[src/rtl/leaf_stream_fifo.sv]
// First-word-fall-through FIFO with valid/ready on both sides, plus live and peak occupancy.
// Latency: a pushed word shows on out_data one cycle later. in_ready/out_valid come from registered count only.
module leaf_stream_fifo #(
  parameter int DATA_W = 8,
  parameter int DEPTH  = 4,
  parameter int CW     = $clog2(DEPTH) + 1
) (
  input  logic              clk,
  input  logic              rst_n,
  input  logic              clr,
  input  logic              in_valid,
  output logic              in_ready,
  input  logic [DATA_W-1:0] in_data,
  output logic              out_valid,
  input  logic              out_ready,
  output logic [DATA_W-1:0] out_data,
  output logic [CW-1:0]     count,
  output logic [CW-1:0]     max_count
);

  localparam int AW = $clog2(DEPTH);

  logic [DATA_W-1:0] mem [DEPTH];
  logic [AW-1:0]     rd_ptr;
  logic [AW-1:0]     wr_ptr;
  logic              push;
  logic              pop;
  logic [CW-1:0]     count_nxt;

  // A pop while full does not free a slot for the same cycle.
  assign in_ready  = (count != CW'(DEPTH));
  assign out_valid = (count != '0);
  assign push      = in_valid & in_ready;
  assign pop       = out_valid & out_ready;
  assign out_data  = mem[rd_ptr];

  always_comb begin
    count_nxt = count;
    if (push && !pop) begin
      count_nxt = count + CW'(1);
    end else if (pop && !push) begin
      count_nxt = count - CW'(1);
    end
  end

  // Pointers wrap naturally because DEPTH is a power of two.
  always_ff @(posedge clk or negedge rst_n) begin
    if (!rst_n) begin
      rd_ptr    <= '0;
      wr_ptr    <= '0;
      count     <= '0;
      max_count <= '0;
    end else if (clr) begin
      rd_ptr    <= '0;
      wr_ptr    <= '0;
      count     <= '0;
      max_count <= '0;
    end else begin
      if (push) begin
        wr_ptr <= wr_ptr + AW'(1);
      end
      if (pop) begin
        rd_ptr <= rd_ptr + AW'(1);
      end
      count <= count_nxt;
      if (count_nxt > max_count) begin
        max_count <= count_nxt;
      end
    end
  end

  // Storage is wiped by reset but deliberately kept across clr.
  always_ff @(posedge clk or negedge rst_n) begin
    if (!rst_n) begin
      mem <= '{default: '0};
    end else if (!clr && push) begin
      mem[wr_ptr] <= in_data;
    end
  end

endmodule

[config.mk]
export PLATFORM = sky130hd
export DESIGN_NAME = leaf_stream_fifo
export DESIGN_NICKNAME = d
export VERILOG_FILES = /design/src/rtl/leaf_stream_fifo.sv
export SDC_FILE = /design/constraint.sdc
export NUM_CORES = 1
export LEC_CHECK = 0
export BUFFER_PORTS_ARGS = -buffer_cell sky130_fd_sc_hd__buf_2
export CORE_MARGIN = 4
export CORE_UTILIZATION = 40
export CTS_CLUSTER_DIAMETER = 200
export DETAILED_ROUTE_END_ITERATION = 12
export GPL_TIMING_DRIVEN = 0
export SYNTH_ARGS = -nofsm -noshare
export SYNTH_HDL_FRONTEND = slang
export SYNTH_SLANG_ARGS = --single-unit
export TNS_END_PERCENT = 100
[constraint.sdc]
create_clock -name clk -period 3.15 [get_ports clk]
set_clock_uncertainty 0.2 [all_clocks]
set_input_delay 0.315 -clock clk [delete_from_list [all_inputs] [get_ports clk]]
set_output_delay 0.315 -clock clk [all_outputs]
set_load 0.03 [all_outputs]
==> reports/metrics.cfg, run 1 <==
[clock_tree]
htree_num_levels=2
cts_setup_buffers=0
insertion_delay_ns=0.29
cts_buffer_depth=2
cts_root_buffer=clkbuf_8
cts-buffers-inserted=5
cts.sinks=42
clk_pin_slew_ns=0.08
cts_tree=yes

[synth]
syn_area_um2=2176
synthCells=163
postSynthAreaPerCell_um2=13.35
synthTopCellsByArea=dfrtp_1, mux2_2, mux4_2
synth_nets=186
synth_edf_count=0
yosysTopAreaCell=dfrtp_1
yosysMostFrequentCell=dfrtp_1
synth_top_cell_area_share_pct=48.30
synthArstFlopShare_pct=100.0
synth_commonest_cells=dfrtp_1, mux2_2, ha_1, nor2_1, inv_1
yosys_warnings=0
synth_ff_type=dfrtp_1
ys_seq_area_share_pct=48.30
ys_ff_latch=42
synthDistinctLibCells=37

[placement]
hpwlAfterDp_mm=3.106
place_congestion=0.8145
detailedPlace.worstSlack_ns=0.1343
portBuffers=28

[power_and_ir_drop]
peakVddDrop_mv=0.4631
leakage_nw=1.195
powerDensity_nw_per_um2=1059

[grt]
grt_antenna_before_repair=0
grt_pass1_vias=1551
grt_overflow=0
grt_pass1_wl_mm=7.072
track_usage_pct=14.10
grt_max_degree=43

[critical_path]
endpoint_kind=flop
worstPathArrival_ns=2.91
crit_fanout=9
critPathRequiredTime_ns=3.15
path_class=reg -> reg
start_kind=flop

[sta]
setup_ws_ns=0.2388
tns_ns=0
slew-limit-headroom_pct=37.64
period_needed_ns=2.911
rsz0062_at_grt=false
setup_viol=0
period_share_pct=92.42
worst_pin_slew_ns=0.9354
achievable-frequency_ghz=0.3435
slew_viol_final=0
hold_violations=0

[detailed_routing]
antenna_left=0
remaining_drc_errors=0
drtPass1Iterations=4
drtIter0Drc=40
vias=1426
vias_per_cell=5.281
totalWireLength_mm=4.277
wl_per_cell_um=15.84

[final_layout]
synthToLayoutAreaGrowth_pct=16.56
antenna_cells=0
drive_above_1_share_pct=42.50
fin_nets=222
nFillCells=473

[run_status]
outcome=completed

[flow_run]
drv_cap=0

[min_path]
hp-class=in -> reg

[floorplan]
io-pin-count=29
die_w_um=81.76
coreArea_um2=5205
dieArea_um2=6684
die-height_um=81.76
rows=26
initial_core_util_pct=41.80

path summary, 6_finish.rpt:
path                                endpoint  depth (start not counted)  startpoint  slack [ns]
worst min register to register        mem[2]                          1      mem[2]        0.30
max in group asynchronous           count[1]                          2       rst_n        1.61
worst max register to register  max_count[1]                         10    count[1]        0.24
worst min-delay path                 mem[28]                          2  in_data[4]        0.08
worst max-delay path            max_count[1]                         10    count[1]        0.24
min in group asynchronous            mem[21]                          2       rst_n        0.51
critical path: stages (launching register included):
cell and delay, ns:
dfrtp_2 0.45, inv_1 0.12, ha_2 0.29, or3b_1 0.41, o211ai_2 0.09, xnor2_1 0.20, ha_1 0.21, inv_1 0.04
a211o_1 0.35, and2_1 0.19, a311oi_2 0.26
cells in the final DEF (no fill, tap or decap), drive strengths merged, types with 2 or more instances in the layout:
master   n
nor2    10
a31oi    2
nand2    8
a21oi    5
xnor2    2
ha      10
clkbuf   7
o21ai    2
xor2     2
buf     32
nor2b    3
a211oi   3
mux4     8
inv     10
a211o    2
nand4    2
dfrtp   42
mux2    32
report_power, final:
group	switching (mW)	internal (mW)
Combinational	0.788	0.596
Clock	0.184	0.237
Sequential	0.119	0.762
stage by stage:
stage	power [mW]	util, %	instance area, um2	std cells	hold slack [ns]
4_1_cts	2.694	48.53	2526	270	0.06950
2_1_floorplan	1.911	-	2176	163	-0.1806
5_1_grt	2.859	48.73	2536	270	0.08566
6_report	2.686	48.73	2536	270	0.07644
3_3_place_gp	2.157	46.18	2404	261	0.2680
3_5_place_dp	2.253	46.18	2404	261	0.2881
per-layer routing:
metal	global-route usage, %	share of wire (%)	vias up
met5	0	0	-
met4	5.482	1.5	0
met3	2.083	3.5	6
met2	26.17	55	35
met1	16.13	40	722
li1	-	-	663
flip-flops by register name (all words and copies together) (netlist names):
name and count:
wr_ptr 2, count 3, mem 32, max_count 3, rd_ptr 2
repair_timing:
item                       CTS  global route
hold buffers                 1             0
gates resized for setup      0             3
setup endpoints to repair    0             3
hold endpoints to repair    19             0
cell type report:
class | instances | area [um2] | share of cell area, %
buffer | 6 | 38.79 | 1.529
multi-input combinational | 106 | 1061 | 41.84
timing repair buffer | 29 | 150.1 | 5.920
clock buffer | 5 | 68.82 | 2.713
tap | 70 | 87.58 | 3.453
inverter | 9 | 33.78 | 1.332
sequential | 42 | 1052 | 41.49
clock inverter | 3 | 43.79 | 1.727
kinds of logic after synthesis:
family,after synthesis,synth area share (%)
buffers and inverters,15,3.335
adder cells (fa/ha/maj),10,5.750
XOR/XNOR,4,1.610
flip-flops,42,48.30
multiplexers,40,24.84
AND/OR/NAND/NOR,31,8.856
AO/OA/AOI/OAI,21,7.303
Power figures use the tool's default switching activity.
==> run 2, diff against run 1 <==
CELL_PAD_IN_SITES_DETAIL_PLACEMENT = 1   (was default)
CELL_PAD_IN_SITES_GLOBAL_PLACEMENT = 1   (was default)
CTS_CLUSTER_DIAMETER = 100   (was 200)
PLACE_DENSITY_LB_ADDON = 0.1   (was default)
==> run 2 against run 1 <==
  * Critical path type unchanged
  * Clock-buffer cell count grew 1
  * Final cell count shrank 0.37%
  * Setup slack gained 0.031 ns
  * Global-route usage grew 1.1 points
  * Routed wire length grew 6.6%
  * Sequential power grew 0.8%
  * Non-clock buffer count shrank 1
  * The flow now finishes with violations (hold timing)
  * Core utilization shrank 0.34 points
==> reports/metrics.cfg, run 2 (same netlist as run 1, synthesis figures left out) <==
[detailed_routing]
wl_met2_mm=2.447  ; +4.5%
wl_per_cell_um=16.96  ; +7.0%
drtIter0Drc=85  ; +110%
totalWireLength_mm=4.561  ; +6.6%
routed.top_layer=met4
remaining_drc_errors=0  ; unchanged
vias_per_cell=5.312  ; +0.58%
drt-met1-wl_mm=1.885  ; +9.7%
vias=1429  ; +0.21%
wl_met3_um=187  ; +24%
drtPass1Iterations=5  ; +1
antenna_left=0  ; unchanged

[floorplan]
initial_core_util_pct=41.80  ; unchanged
die-height_um=81.76  ; unchanged
die_w_um=81.76  ; unchanged
coreArea_um2=5205  ; unchanged
dieArea_um2=6684  ; unchanged
rows=26  ; unchanged
io-pin-count=29  ; unchanged

[final_layout]
largest_registers=mem: 32 flops, count: 3 flops, max_count: 3 flops
fin_nets=221  ; -0.45%
drive_above_1_share_pct=42.71  ; +0.21 points
final_common_cell=dfrtp_1
largest_register=mem
antenna_cells=0  ; unchanged
final_cell_mix=dfrtp_1, buf_2, mux2_2, nor2_1
largest_reg_flops=32  ; unchanged
synthToLayoutAreaGrowth_pct=15.76

[critical_path]
slowest_stage=or4_4
endpoint_kind=flop
worstReg2RegEnd=max_count[1]
start_kind=flop
path_class=reg -> reg
critPathRequiredTime_ns=3.14  ; about the same
worstSetupEndpoint=max_count[1]
rr_startpoint=count[1]
worst_r2r_path_depth=10  ; unchanged
crit_chain=inv_1 > ha_4 > nand2b_2 > a21oi_1 > or4_4 > nand2_1 > ha_1 > a211o_1 > and2_1 > a311oi_2
reg2reg_slack_ns=0.27  ; +0.03 ns
startpoint=count[1]
slowest_delay_ns=0.54  ; +0.09 ns
worstPathArrival_ns=2.87  ; -0.04 ns
crit_fanout=9  ; unchanged

[power_and_ir_drop]
p_clk_share_pct=13.6  ; -2.1 points
pwr-share-comb_pct=52.7  ; +1.2 points
powerDensity_nw_per_um2=1046  ; -1.3%
total_power_mw=2.633  ; -2.0%
leakage_nw=1.182  ; -1.1%
switching_share_pct=41.28  ; +0.66 points
p_sw_mw=1.087  ; -0.36%
peakVddDrop_mv=0.5695  ; +23%
p_seq_share_pct=33.7  ; +0.9 points
internal_power_mw=1.546  ; -3.0%

[clock_tree]
clk_pin_slew_ns=0.08  ; about the same
cts-buffers-inserted=5  ; unchanged
insertion_delay_ns=0.28  ; about the same
cts_root_buffer=clkbuf_8
htree_num_levels=2  ; unchanged
cts.sinks=42  ; unchanged
cts_tree=yes
cts_buffer_depth=2  ; unchanged
cts_setup_buffers=0  ; unchanged

[min_path]
hp-class=in -> async

[placement]
hpwlAfterDp_mm=3.412  ; +9.8%
portBuffers=28  ; unchanged
place_congestion=0.8123  ; -0.27%

[flow_run]
drv_cap=0  ; unchanged

[sta]
period_needed_ns=2.880  ; -0.03146 ns
hold_violations=42  ; +42
tns_ns=0  ; unchanged
hold_slack_ns=-0.02386  ; -0.1003 ns
achievable-frequency_ghz=0.3472  ; +1.1%
setup_viol=0  ; unchanged
rsz0062_at_grt=false
slew-limit-headroom_pct=36.20  ; -1.4 points
worst_pin_slew_ns=0.9569  ; +0.02153 ns
slew_viol_final=0  ; unchanged
period_share_pct=91.42  ; -1.0 points

[grt]
grt_antenna_before_repair=0  ; unchanged
grt_pass1_vias=1570  ; +1.2%
track_usage_pct=15.18  ; +1.1 points
grt_pass1_wl_mm=7.576  ; +7.1%
grt_overflow=0  ; unchanged
grt_max_degree=43  ; unchanged

[run_status]
outcome=finished with violations
violations=hold timing

## run 2: worst min path at each step
stage | startpoint | to | slack, ns
after floorplan | rst_n | count[0] | -0.18
after global placement | mem[3] | mem[3] | 0.27
after detailed placement | mem[29] | mem[29] | 0.28
after CTS | rst_n | mem[13] | 0.001
after global routing | rst_n | mem[12] | 0.06
final | rst_n | mem[12] | -0.02
## run 2: worst max-delay path: cells and delay by family (launching register included)
| kind | cells | cell delay, ns |
|---|---|---|
| AOI/OAI and AO/OA | 3 | 0.64 |
| buffers and inverters | 1 | 0.12 |
| adders and majority gates | 2 | 0.46 |
| and+or+nand+nor | 4 | 0.93 |
| DFF | 1 | 0.43 |
## run 2: repair_timing
action,in CTS,in global routing
endpoints found under the setup margin,0,3
gates resized for setup,0,4
hold buffers,0,0
## run 2: routing by layer
layer,GRT usage (%),vias to the layer above
met5,0,-
met4,3.987,0
met3,3.180,4
met2,27.95,28
met1,17.79,737
li1,-,660
## run 2: metrics by stage
step	std cells	cell area, um2	util (%)	setup WS (ns)
finish	269	2519	48.39	0.2702
global route	269	2519	48.39	0.07218
CTS	269	2499	48.00	0.07552
detailed placement	261	2404	46.18	0.07249
global placement	261	2404	46.18	0.2050
floorplan	163	2176	-	0.03525
## run 2: power by group through the flow
stage	Combinational [mW]	Sequential, mW	Clock (mW)
after floorplan	0.999	0.912	0
after global placement	1.31	0.869	0
after detailed placement	1.36	0.899	0
after CTS	1.37	0.888	0.375
after global routing	1.52	0.914	0.396
final	1.39	0.887	0.359
## run 2: cell type report
class / instances / area (um2)
fill: 565 / 2686
multi-input combinational: 106 / 1071
sequential: 42 / 1052
timing repair buffer: 28 / 140.1
tap: 70 / 87.58
clock buffer: 6 / 82.58
buffer: 6 / 38.79
inverter: 9 / 33.78
clock inverter: 2 / 12.51
